--- config.mk ---
export PLATFORM = sky130hd
export DESIGN_NAME = mc_controller
export DESIGN_NICKNAME = d
export VERILOG_FILES = /design/src/rtl/mc_pkg.sv /design/src/rtl/mc_outdec.sv /design/src/rtl/mc_controller.sv
export SDC_FILE = /design/constraint.sdc
export NUM_CORES = 1
export LEC_CHECK = 0
export ABC_AREA = 1
export BUFFER_PORTS_ARGS = -buffer_cell sky130_fd_sc_hd__buf_2
export CORE_MARGIN = 3
export CORE_UTILIZATION = 47
export DETAILED_ROUTE_END_ITERATION = 8
export GPL_TIMING_DRIVEN = 1
export HOLD_SLACK_MARGIN = 0.06
export MAX_ROUTING_LAYER = met4
export PLACE_DENSITY = 0.82
export SYNTH_ARGS = -nofsm -noshare
export SYNTH_HDL_FRONTEND = slang
export SYNTH_SLANG_ARGS = --single-unit
--- constraint.sdc ---
create_clock -name clk -period 2.9 [get_ports clk]
set_input_delay 0.29 -clock clk [delete_from_list [all_inputs] [get_ports clk]]
set_output_delay 0.29 -clock clk [all_outputs]
set_load 0.01 [all_outputs]
--- src/rtl/mc_pkg.sv ---
// Shared types and encodings for the multicycle MIPS main controller.
// The aluop values are also consumed by the ALU decoder.
package mc_pkg;

  typedef enum logic [3:0] {
    FETCH, DECODE, MEMADR, MEMRD, MEMWB, MEMWR, RTYPEEX, RTYPEWB,
    BEQEX, IMMEX, IMMWB, JEX, ILLEGAL
  } state_t;

  localparam logic [5:0] OP_LW   = 6'b100011;
  localparam logic [5:0] OP_SW   = 6'b101011;
  localparam logic [5:0] OP_R    = 6'b000000;
  localparam logic [5:0] OP_BEQ  = 6'b000100;
  localparam logic [5:0] OP_ADDI = 6'b001000;
  localparam logic [5:0] OP_SLTI = 6'b001010;
  localparam logic [5:0] OP_ORI  = 6'b001101;
  localparam logic [5:0] OP_LUI  = 6'b001111;
  localparam logic [5:0] OP_J    = 6'b000010;

  localparam logic [2:0] ALU_ADD   = 3'b000;
  localparam logic [2:0] ALU_SUB   = 3'b001;
  localparam logic [2:0] ALU_SLT   = 3'b010;
  localparam logic [2:0] ALU_OR    = 3'b011;
  localparam logic [2:0] ALU_FUNCT = 3'b100;
  localparam logic [2:0] ALU_LUI   = 3'b101;

  localparam logic [1:0] SRCB_B     = 2'b00;
  localparam logic [1:0] SRCB_4     = 2'b01;
  localparam logic [1:0] SRCB_IMM   = 2'b10;
  localparam logic [1:0] SRCB_IMMSH = 2'b11;

  localparam logic [1:0] PC_ALU    = 2'b00;
  localparam logic [1:0] PC_ALUOUT = 2'b01;
  localparam logic [1:0] PC_JUMP   = 2'b10;

  typedef struct packed {
    logic       iord;
    logic       memread;
    logic       memwrite;
    logic       irwrite;
    logic       regdst;
    logic       memtoreg;
    logic       regwrite;
    logic       alusrca;
    logic [1:0] alusrcb;
    logic       zeroext;
    logic [2:0] aluop;
    logic [1:0] pcsrc;
    logic       pcen;
  } ctrl_t;

  function automatic logic [2:0] imm_aluop(input logic [5:0] op);
    case (op)
      OP_SLTI: imm_aluop = ALU_SLT;
      OP_ORI:  imm_aluop = ALU_OR;
      OP_LUI:  imm_aluop = ALU_LUI;
      default: imm_aluop = ALU_ADD;
    endcase
  endfunction

endpackage

--- src/rtl/mc_outdec.sv ---
// Combinational control-output decode from (state, op, zero, mem_ready).
// FETCH irwrite/pcen and BEQEX pcen are Mealy terms.
module mc_outdec
  import mc_pkg::*;
(
  input  state_t     i_state,
  input  logic [5:0] i_op,
  input  logic       i_zero,
  input  logic       i_mem_ready,
  output ctrl_t      o_ctl
);

  always_comb begin
    o_ctl = '0;
    case (i_state)
      FETCH: begin
        o_ctl.memread = 1'b1;
        o_ctl.alusrcb = SRCB_4;
        o_ctl.irwrite = i_mem_ready;
        o_ctl.pcen    = i_mem_ready;
      end
      DECODE: o_ctl.alusrcb = SRCB_IMMSH;
      MEMADR: begin
        o_ctl.alusrca = 1'b1;
        o_ctl.alusrcb = SRCB_IMM;
      end
      MEMRD: begin
        o_ctl.memread = 1'b1;
        o_ctl.iord    = 1'b1;
      end
      MEMWB: begin
        o_ctl.regwrite = 1'b1;
        o_ctl.memtoreg = 1'b1;
      end
      MEMWR: begin
        o_ctl.memwrite = 1'b1;
        o_ctl.iord     = 1'b1;
      end
      RTYPEEX: begin
        o_ctl.alusrca = 1'b1;
        o_ctl.aluop   = ALU_FUNCT;
      end
      RTYPEWB: begin
        o_ctl.regwrite = 1'b1;
        o_ctl.regdst   = 1'b1;
      end
      BEQEX: begin
        o_ctl.alusrca = 1'b1;
        o_ctl.aluop   = ALU_SUB;
        o_ctl.pcsrc   = PC_ALUOUT;
        o_ctl.pcen    = i_zero;
      end
      // op comes straight from the IR, which is frozen outside FETCH
      IMMEX: begin
        o_ctl.alusrca = 1'b1;
        o_ctl.alusrcb = SRCB_IMM;
        o_ctl.aluop   = imm_aluop(i_op);
        o_ctl.zeroext = (i_op == OP_ORI);
      end
      IMMWB: begin
        o_ctl.regwrite = 1'b1;
        o_ctl.zeroext  = (i_op == OP_ORI);
      end
      JEX: begin
        o_ctl.pcsrc = PC_JUMP;
        o_ctl.pcen  = 1'b1;
      end
      default: o_ctl = '0;
    endcase
  end

endmodule

--- src/rtl/mc_controller.sv ---
// Multicycle MIPS main control FSM: state register, next-state logic and
// sticky illegal-opcode flag. Every output is held at 0 while reset is high.
module mc_controller
  import mc_pkg::*;
(
  input  logic       clk,
  input  logic       reset,
  input  logic [5:0] op,
  input  logic       zero,
  input  logic       mem_ready,
  output logic       iord,
  output logic       memread,
  output logic       memwrite,
  output logic       irwrite,
  output logic       regdst,
  output logic       memtoreg,
  output logic       regwrite,
  output logic       alusrca,
  output logic [1:0] alusrcb,
  output logic       zeroext,
  output logic [2:0] aluop,
  output logic [1:0] pcsrc,
  output logic       pcen,
  output logic       illegal
);

  state_t r_state;
  logic   r_illegal;
  ctrl_t  w_ctl;
  ctrl_t  w_ctl_g;

  always_ff @(posedge clk) begin
    if (reset) begin
      r_state   <= FETCH;
      r_illegal <= 1'b0;
    end else begin
      case (r_state)
        FETCH:   if (mem_ready) r_state <= DECODE;
        DECODE: begin
          case (op)
            OP_LW, OP_SW:                     r_state <= MEMADR;
            OP_R:                             r_state <= RTYPEEX;
            OP_BEQ:                           r_state <= BEQEX;
            OP_ADDI, OP_SLTI, OP_ORI, OP_LUI: r_state <= IMMEX;
            OP_J:                             r_state <= JEX;
            default: begin
              r_state   <= ILLEGAL;
              r_illegal <= 1'b1;
            end
          endcase
        end
        MEMADR:  r_state <= (op == OP_SW) ? MEMWR : MEMRD;
        MEMRD:   if (mem_ready) r_state <= MEMWB;
        MEMWR:   if (mem_ready) r_state <= FETCH;
        RTYPEEX: r_state <= RTYPEWB;
        IMMEX:   r_state <= IMMWB;
        ILLEGAL: r_state <= ILLEGAL;
        default: r_state <= FETCH;
      endcase
    end
  end

  mc_outdec u_outdec (
    .i_state     (r_state),
    .i_op        (op),
    .i_zero      (zero),
    .i_mem_ready (mem_ready),
    .o_ctl       (w_ctl)
  );

  // Gating here means an in-flight write cannot leak out during reset
  assign w_ctl_g  = reset ? '0 : w_ctl;

  assign iord     = w_ctl_g.iord;
  assign memread  = w_ctl_g.memread;
  assign memwrite = w_ctl_g.memwrite;
  assign irwrite  = w_ctl_g.irwrite;
  assign regdst   = w_ctl_g.regdst;
  assign memtoreg = w_ctl_g.memtoreg;
  assign regwrite = w_ctl_g.regwrite;
  assign alusrca  = w_ctl_g.alusrca;
  assign alusrcb  = w_ctl_g.alusrcb;
  assign zeroext  = w_ctl_g.zeroext;
  assign aluop    = w_ctl_g.aluop;
  assign pcsrc    = w_ctl_g.pcsrc;
  assign pcen     = w_ctl_g.pcen;
  assign illegal  = r_illegal & ~reset;

endmodule

After elaboration in Yosys (flattened, before gate mapping)
Index checks and enable logic that the tools add are counted.
{ "totals": {"out_inout_bits": 18, "reg_bits": 5} }
{ "op_classes": {"reduce_logical": 13, "mux": 21, "bitwise": 3, "eq_ne": 23} }
{ "op_table": {"columns": ["operator", "n"], "rows": [
  ["$pmux W4 S8", 1],
  ["$eq A6 B4 Y1 const B", 4],
  ["$eq A4 B4 Y1 const B", 5],
  ["$pmux W4 S5", 1],
  ["$pmux W3 S3", 2],
  ["$mux W17", 1],
  ["$eq A4 B3 Y1 const B", 4],
  ["$eq A6 B6 Y1 const B", 2],
  ["$mux W4", 3],
  ["$reduce_or A2 Y1", 5],
  ["$mux W1", 9],
  ["$reduce_or A9 Y1", 1],
  ["$eq A4 B2 Y1 const B", 2],
  ["$reduce_or A4 Y1", 2],
  ["$eq A6 B2 Y1 const B", 1],
  ["$eq A6 B3 Y1 const B", 1],
  ["$logic_not A6 Y1", 1],
  ["$ne A2 B2 Y1 const B", 3],
  ["$pmux W2 S3", 1],
  ["$eq A4 B1 Y1 const B", 1],
  ["$logic_not A4 Y1", 1],
  ["$pmux W2 S2", 1],
  ["$mux W3", 1],
  ["$pmux W1 S3", 1],
  ["5 further kinds", 6]
]} }

Logic depth before layout (Yosys ltp)
Gate-level depths: netlist (run 1).
{ "depth": {"word_depth": 4, "ltp_mapped": 11} }

Hierarchy
From an unflattened synthesis (run 1), not the netlist that was laid out.
{ "unflattened": {"cells_unflattened": 182, "hier_area_um2": 870.8} }
{ "by_module_without_submodules": {"columns": ["module", "area_per_inst_um2", "seq_area_each_um2", "cells_each", "n_inst"], "rows": [
  ["mc_controller", 603.1, 100.1, 122, 1],
  ["mc_outdec", 267.8, 0.0, 60, 1]
]} }

Worst setup path before layout (run 1)
OpenSTA, ideal clock, no wires.
{ "synth_path": {"path_kind": "flip-flop to output port", "from": "register r_state[3]", "to": "output alusrca", "path_stages_with_launch": 7, "required_time_ns": 2.610, "arrival_ns": 1.146, "slack_ns": 1.464, "path_cell_list": "dfxtp_1 -> inv_1 -> nor2_1 -> inv_1 -> nor2_1 -> inv_1 -> a31oi_1"} }
{ "synth_via": {"elab_chain_cells": 4} }
{ "synth_rtl": {"columns": ["element", "line_no", "text"], "rows": [
  ["start, declared", "mc_controller.sv:27", "state_t r_state;"],
  ["start signal, assigned", "mc_controller.sv:52", "MEMADR: r_state <= (op == OP_SW) ? MEMWR : MEMRD;"],
  ["$eq A4 B2 Y1 (tied with other cells)", "mc_outdec.sv:15", "case (i_state)"],
  ["$reduce_or A4 Y1 (no source line) *", null, null],
  ["$mux W1 *", "mc_outdec.sv:15", null],
  ["$mux W17 *", "mc_controller.sv:72", "assign w_ctl_g = reset ? '0 : w_ctl;"],
  ["end, declared", "mc_controller.sv:18", "output logic alusrca,"]
]} }
Mark *: on every way between the ends. The rest lies on a longest branch, timed or not.

Final worst setup path (run 1)
Same ends and word-level chain as after synthesis.

==> results_dict.tcl, run 1 <==
set metrics [dict create \
    initial_core_util_pct 51.1 \
    cell_chosen_for_the_clock_root "sky130_fd_sc_hd__clkbuf_4" \
    timing.clock.skew_ns 0.00661 \
    grtUsageTotal_pct 19.4 \
    via_count 846 \
    die-area_sq_mm 0.00194 \
    synth-seq-cells 5 \
    worst_case_vdd_ir_drop_mv 0.508 \
    mappedNetlistNets 135 \
    mostFrequentLayoutCell "sky130_fd_sc_hd__buf_2" \
    setup.worst_path.start_class "register" \
    layout_common_cells "sky130_fd_sc_hd__buf_2, sky130_fd_sc_hd__nand2_1, sky130_fd_sc_hd__nor2_1" \
    detailedRoute.firstIterationViolations 6 \
    timing.max_cap.violations 0 \
    final.period_utilization_pct 65.3 \
    worst-slew-pin-transition_ns 0.290 \
    cts_resized 0 \
    max_slew_margin_pct 80.7 \
    syn_inst 125 \
    antenna_violating_nets_post_route 0 \
    cts_post_setup_buffers_inserted 0 \
    antenna_cells_inserted 0 \
    syn_to_final_growth_pct 24.8 \
    regToRegSetupSlack_ns 1.58 \
    pre_cts_ws_ns 1.31 \
    regToRegEndpoint "r_state[0]" \
    number_of_detailed_route_iterations_in_the_first_pass 4 \
    synth_area_per_cell_sq_um 5.46 \
    finalWorstPathRequiredPeriod_ns 1.89 \
    rows 13 \
    portBuffers 27 \
    worst_slack_ns 1.01 \
    cpLargestDelayFamily "flip-flops" \
    report.final.slew_viol_count 0 \
    hold_violations 0 \
    grt_max_degree 17 \
    holdCritStartpoint "mem_ready" \
    timing.fmax_mhz 528 \
    hold-path-cell-count 4 \
    setup-tns-final_ns 0 \
    timing.critical_path.mode_cell "sky130_fd_sc_hd__inv_1" \
    routed_wirelength_microns 1790 \
    post_synth_instance_area_sq_um 682 \
    htree_num_levels 1 \
    grt_pass1_vias 731 \
    crit_slowest_cell "sky130_fd_sc_hd__dfxtp_1" \
    status "finished, final reports clean" \
    leakagePower_uw 0.000460 \
    avgViaCountPerCell 5.01 \
    route.detailed.wl_per_inst_microns 10.6 \
    crit_chain "inv_1 > nor2_1 > inv_1 > nor2_1 > inv_1 > a31oi_1 > buf_2" \
    die_y_microns 44.1 \
    grt_setup_unrepaired "false" \
    cts_tree "done" \
    overflow 0 \
    finalSetupViolations 0 \
    path_max_fanout 5 \
    worst-endpoint-required_ns 2.61 \
    clock_sinks 5 \
    yosysWarnings 0 \
    ios 28 \
    drc 0 \
    clockBufferDepth 2 \
    timing.hold.worst_endpoint "r_state[2]" \
    later_pin_clock_latency_in_the_skew_report_ns 0.24 \
    cts_hold_buffers 0 \
    place_hpwl_microns 1480 \
    critPathCaptureType "output port" \
    hold_class "in2reg" \
    seq_area_frac_synth_pct 14.7 \
    coreArea_sq_mm 0.00133 \
    worst-setup-path-type "reg2out" \
    nets 165 \
    grt_antenna_before_repair 0 \
    cts_inserted_buffers 3 \
    clkTransAtPathRegs_ns 0.05 \
    first_pass_grt_wire_length_microns 2840 \
    pwr_density_cell_mw_per_mm2 619 \
    worst_reg2reg_path_length_in_cells 9 \
    final_layout_size_suffix_gt1_share_pct 31.2 \
    stdcell_count 169 \
    chipWidth_microns 44.1 \
    globalplace.congestion 0.869 \
    place_inst 165 \
    ys_types 22 \
    slowest_delay_ns 0.45 \
    cp_bufs_invs 4 \
    worst_ep_arrival_time_ns 1.60 \
    worst_r2r_start "r_state[3]" \
]
[Yosys cell counts]
cell	count	area [sq um]
sky130_fd_sc_hd__a21oi_1	7	35.0
sky130_fd_sc_hd__a21oi_2	1	8.76
sky130_fd_sc_hd__a31oi_1	3	18.8
sky130_fd_sc_hd__buf_4	1	7.51
sky130_fd_sc_hd__clkbuf_1	1	3.75
sky130_fd_sc_hd__dfxtp_1	5	100
sky130_fd_sc_hd__inv_1	19	71.3
sky130_fd_sc_hd__inv_2	5	18.8
sky130_fd_sc_hd__inv_4	2	12.5
sky130_fd_sc_hd__nand2_1	26	97.6
sky130_fd_sc_hd__nand3_1	12	60.1
sky130_fd_sc_hd__nand4_1	3	18.8
sky130_fd_sc_hd__nor2_1	23	86.3
sky130_fd_sc_hd__nor2_2	2	12.5
sky130_fd_sc_hd__nor2_4	5	56.3
sky130_fd_sc_hd__nor3_1	1	5.00
sky130_fd_sc_hd__nor3_4	1	16.3
sky130_fd_sc_hd__o2111ai_1	1	8.76
sky130_fd_sc_hd__o21ai_0	2	10.0
sky130_fd_sc_hd__o21ai_2	1	8.76
sky130_fd_sc_hd__o22ai_1	3	18.8
sky130_fd_sc_hd__or2_2	1	6.26
[kinds of logic (layout without fill, tap and decap cells)]
kind of cell    Yosys count  in the layout  share of synthesized area, %
simple gates             74             74                          52.7
flops                     5              5                          14.7
compound gates           18             18                          16.0
buf+inv                  28             57                          16.7
[worst reg2reg max path, stage by stage (launching register included)]
cell                      delay, ns
sky130_fd_sc_hd__dfxtp_1       0.45
sky130_fd_sc_hd__nor2_2        0.10
sky130_fd_sc_hd__inv_4         0.11
sky130_fd_sc_hd__nor2_2        0.05
sky130_fd_sc_hd__inv_4         0.07
sky130_fd_sc_hd__nand2_1       0.06
sky130_fd_sc_hd__o21ai_2       0.14
sky130_fd_sc_hd__nor2_1        0.05
sky130_fd_sc_hd__a21oi_1       0.11
sky130_fd_sc_hd__nor2_1        0.05
[layer usage]
metal  track usage [%]  routed length [microns]
met2              32.6                      810
met3              5.28                      126
met1              23.5                      854
met4              3.01                        0
met5                 -                        0
[state kept, by name, indices dropped and copies added, names as in the netlist]
| signal | cells |
|---|---|
| r_state | 4 |
| r_illegal | 1 |
[power breakdown]
group	switching, uW	internal [uW]	total, uW
Clock	28.3	52.0	80.3
Combinational	215	110	325
Sequential	29.8	91.5	121
Total	273	254	527
[metrics by stage]
step	instance area, sq um	total power [uW]	hold WS [ns]	util, %
after floorplan	682	360	0.456	-
after global placement	825	439	0.473	61.8
after detailed placement	825	447	0.494	61.8
after CTS	851	532	0.375	63.8
after global routing	851	575	0.401	63.8
final	851	527	0.388	63.8
[final cells by class]
class | count | area, sq um
fill | 143 | 483
multi-input combinational | 92 | 468
timing repair buffer | 27 | 135
inverter | 26 | 103
sequential | 5 | 100
clock buffer | 4 | 26.3
tap | 15 | 18.8
[how the worst max path moves through the flow]
stage | start | to | slack, ns | cells after the start
floorplan | r_state[3] | alusrca | 1.46 | 6
global placement | op[5] | aluop[1] | 1.33 | 6
detailed placement | op[5] | aluop[1] | 1.31 | 6
CTS | r_state[3] | alusrca | 1.03 | 7
global route | r_state[3] | alusrca | 0.88 | 7
finish | r_state[3] | alusrca | 1.01 | 7
Power figures use the tool's default switching activity.
==> inputs of run 2 (changes only) <==
ABC_AREA = 0   (was 1)
PLACE_DENSITY = 0.81   (was 0.82)
clock period = 1.8 ns   (was 2.9 ns; I/O delays follow)
==> results_dict.tcl, run 2 <==
set metrics [dict create \
    max_slew_margin_pct 77.0 \
    worst_reg2reg_path_length_in_cells 4 \
    portBuffers 27 \
    worst_case_vdd_ir_drop_mv 0.419 \
    grt_antenna_before_repair 0 \
    synth_top_area_cell "sky130_fd_sc_hd__dfxtp_1" \
    pwr_density_cell_mw_per_mm2 495 \
    synth.top_cells.by_area "sky130_fd_sc_hd__dfxtp_1, sky130_fd_sc_hd__a21oi_1, sky130_fd_sc_hd__nor3_1, sky130_fd_sc_hd__nor2_1, sky130_fd_sc_hd__nand2b_1" \
    post-route-util_pct 64.8 \
    syn_to_final_growth_pct 19.8 \
    path_max_fanout 13 \
    synth_edf_count 0 \
    globalplace.congestion 0.939 \
    cts_post_setup_buffers_inserted 0 \
    wl_met1_microns 908 \
    later_pin_clock_latency_in_the_skew_report_ns 0.24 \
    grt_max_degree 15 \
    synth_area_per_cell_sq_um 6.90 \
    max_flop_register "r_state" \
    mappedNetlistNets 121 \
    number_of_detailed_route_iterations_in_the_first_pass 4 \
    antenna_cells_inserted 0 \
    detailroute.wirelength.met2_microns 1020 \
    status "finished, final reports clean" \
    setup.worst_path.start_class "register" \
    layout_top_registers "r_state x4, r_illegal x1" \
    holdCritStartpoint "reset" \
    post_synth_instance_area_sq_um 766 \
    chipWidth_microns 46.4 \
    cts_inserted_buffers 3 \
    final_layout_size_suffix_gt1_share_pct 36.0 \
    syn_inst 111 \
    stdcell_count 151 \
    yosysWarnings 0 \
    worst-endpoint-required_ns 1.62 \
    die_y_microns 46.4 \
    ios 28 \
    final.period_utilization_pct 93.1 \
    via_count 926 \
    hold-path-cell-count 2 \
    first_pass_grt_wire_length_microns 3430 \
    cts_tree "done" \
    timing.hold.worst_endpoint "r_state[3]" \
    ys_types 41 \
    route.detailed.wl_per_inst_microns 13.8 \
    place_hpwl_microns 1620 \
    met3_length_microns 159 \
    die-area_sq_mm 0.00215 \
    routed_wirelength_microns 2090 \
    synth_common_cells "sky130_fd_sc_hd__nor2_1, sky130_fd_sc_hd__a21oi_1, sky130_fd_sc_hd__nand2_1, sky130_fd_sc_hd__nor3_1, sky130_fd_sc_hd__nand2b_1" \
    timing.max_cap.violations 0 \
    highest-signal-layer "met3" \
    rows 13 \
    coreArea_sq_mm 0.00142 \
    hold_class "in2reg" \
    cell_chosen_for_the_clock_root "sky130_fd_sc_hd__clkbuf_4" \
    finalWorstPathRequiredPeriod_ns 1.68 \
    htree_num_levels 1 \
    regToRegEndpoint "r_state[2]" \
    leakagePower_uw 0.000436 \
    synth_most_common_cell "sky130_fd_sc_hd__nor2_1" \
    hold_violations 0 \
    drc 0 \
    timing.clock.skew_ns 0.00257 \
    ys.flop_type "sky130_fd_sc_hd__dfxtp_1" \
    avgViaCountPerCell 6.13 \
    worst_r2r_start "r_state[1]" \
    regToRegSetupSlack_ns 0.50 \
    mostFrequentLayoutCell "sky130_fd_sc_hd__buf_2" \
    setup-tns-final_ns 0 \
    clockBufferDepth 2 \
    worst-slew-pin-transition_ns 0.342 \
    grt_setup_unrepaired "false" \
    detailedRoute.firstIterationViolations 27 \
    largest_register_ffs 4 \
    layout_common_cells "sky130_fd_sc_hd__buf_2, sky130_fd_sc_hd__nor2_1, sky130_fd_sc_hd__nor3_1, sky130_fd_sc_hd__nand2_1, sky130_fd_sc_hd__a21oi_1" \
    seq_area_frac_synth_pct 13.1 \
    finalSetupViolations 0 \
    report.final.slew_viol_count 0 \
    worst-setup-path-type "reg2out" \
    overflow 0 \
    initial_core_util_pct 54.1 \
    antenna_violating_nets_post_route 0 \
    post-synth-top-area-fraction_pct 13.1 \
    clock_sinks 5 \
    place_inst 147 \
    nets 147 \
    clkTransAtPathRegs_ns 0.05 \
    post_synth_arst_share_pct 0 \
    critPathCaptureType "output port" \
    grtUsageTotal_pct 22.2 \
    synth-seq-cells 5 \
    worst_ep_arrival_time_ns 1.50 \
    grt_pass1_vias 777 \
    timing.fmax_mhz 597 \
]
==> run 2: worst max path at each step <==
| stage | from | end | slack, ns | cells past startpoint |
|---|---|---|---|---|
| 2_1_floorplan | r_state[2] | aluop[0] | 0.43 | 5 |
| 3_3_place_gp | reset | aluop[2] | 0.38 | 7 |
| 3_5_place_dp | r_state[1] | alusrcb[1] | 0.32 | 5 |
| 4_1_cts | r_state[1] | alusrcb[1] | 0.06 | 5 |
| 5_1_grt | r_state[2] | aluop[2] | 0.01 | 6 |
| 6_report | r_state[1] | aluop[1] | 0.12 | 4 |
==> run 2: metal layers <==
layer  up-vias  GRT usage [%]
met1       435           29.8
met2        39           34.6
met4         0           5.11
li1        452              -
met3         0           3.52
met5         -              -
==> run 2: through the flow <==
step                      hold slack, ns  area (sq um)  setup WS, ns  power, uW
final                              0.267           917         0.125        454
after global routing               0.261           917        0.0143        487
after CTS                          0.246           911        0.0578        456
after detailed placement           0.506           883         0.322        321
after global placement             0.512           883         0.375        316
after floorplan                    0.316           766         0.430        271
==> run 2: worst max-delay path, cell delays in order (launching register included) <==
cell	delay, ns
sky130_fd_sc_hd__dfxtp_1	0.30
sky130_fd_sc_hd__buf_4	0.17
sky130_fd_sc_hd__nand2b_1	0.28
sky130_fd_sc_hd__nor4_1	0.31
sky130_fd_sc_hd__buf_2	0.18
==> run 2: what timing repair did <==
action / in CTS / in global routing
endpoints found under the hold margin: 0 / 0
hold buffers: 0 / 0
gates resized for setup: 0 / 3
endpoints found under the setup margin: 0 / 6
==> run 2: power breakdown <==
group / total (uW) / internal, uW / switching [uW]
combinational: 190 / 78.5 / 112
clock: 131 / 80.6 / 50.5
sequential: 133 / 120 / 12.7
==> run 2: area by class of cell <==
type / count / area (sq um)
fillers: 128 / 498
clock inverters: 1 / 5.00
inverters: 2 / 7.51
flip-flops and latches: 5 / 101
clock buffers: 3 / 22.5
repair buffers: 32 / 173
multi-input cells: 93 / 589
well taps: 15 / 18.8
==> run 2: cell families after synthesis <==
group	after synthesis	synth area share, %
compound gates	28	27.0
xor+xnor	2	2.29
buf+inv	13	10.6
flops	5	13.1
mux	1	1.31
simple gates	62	45.8
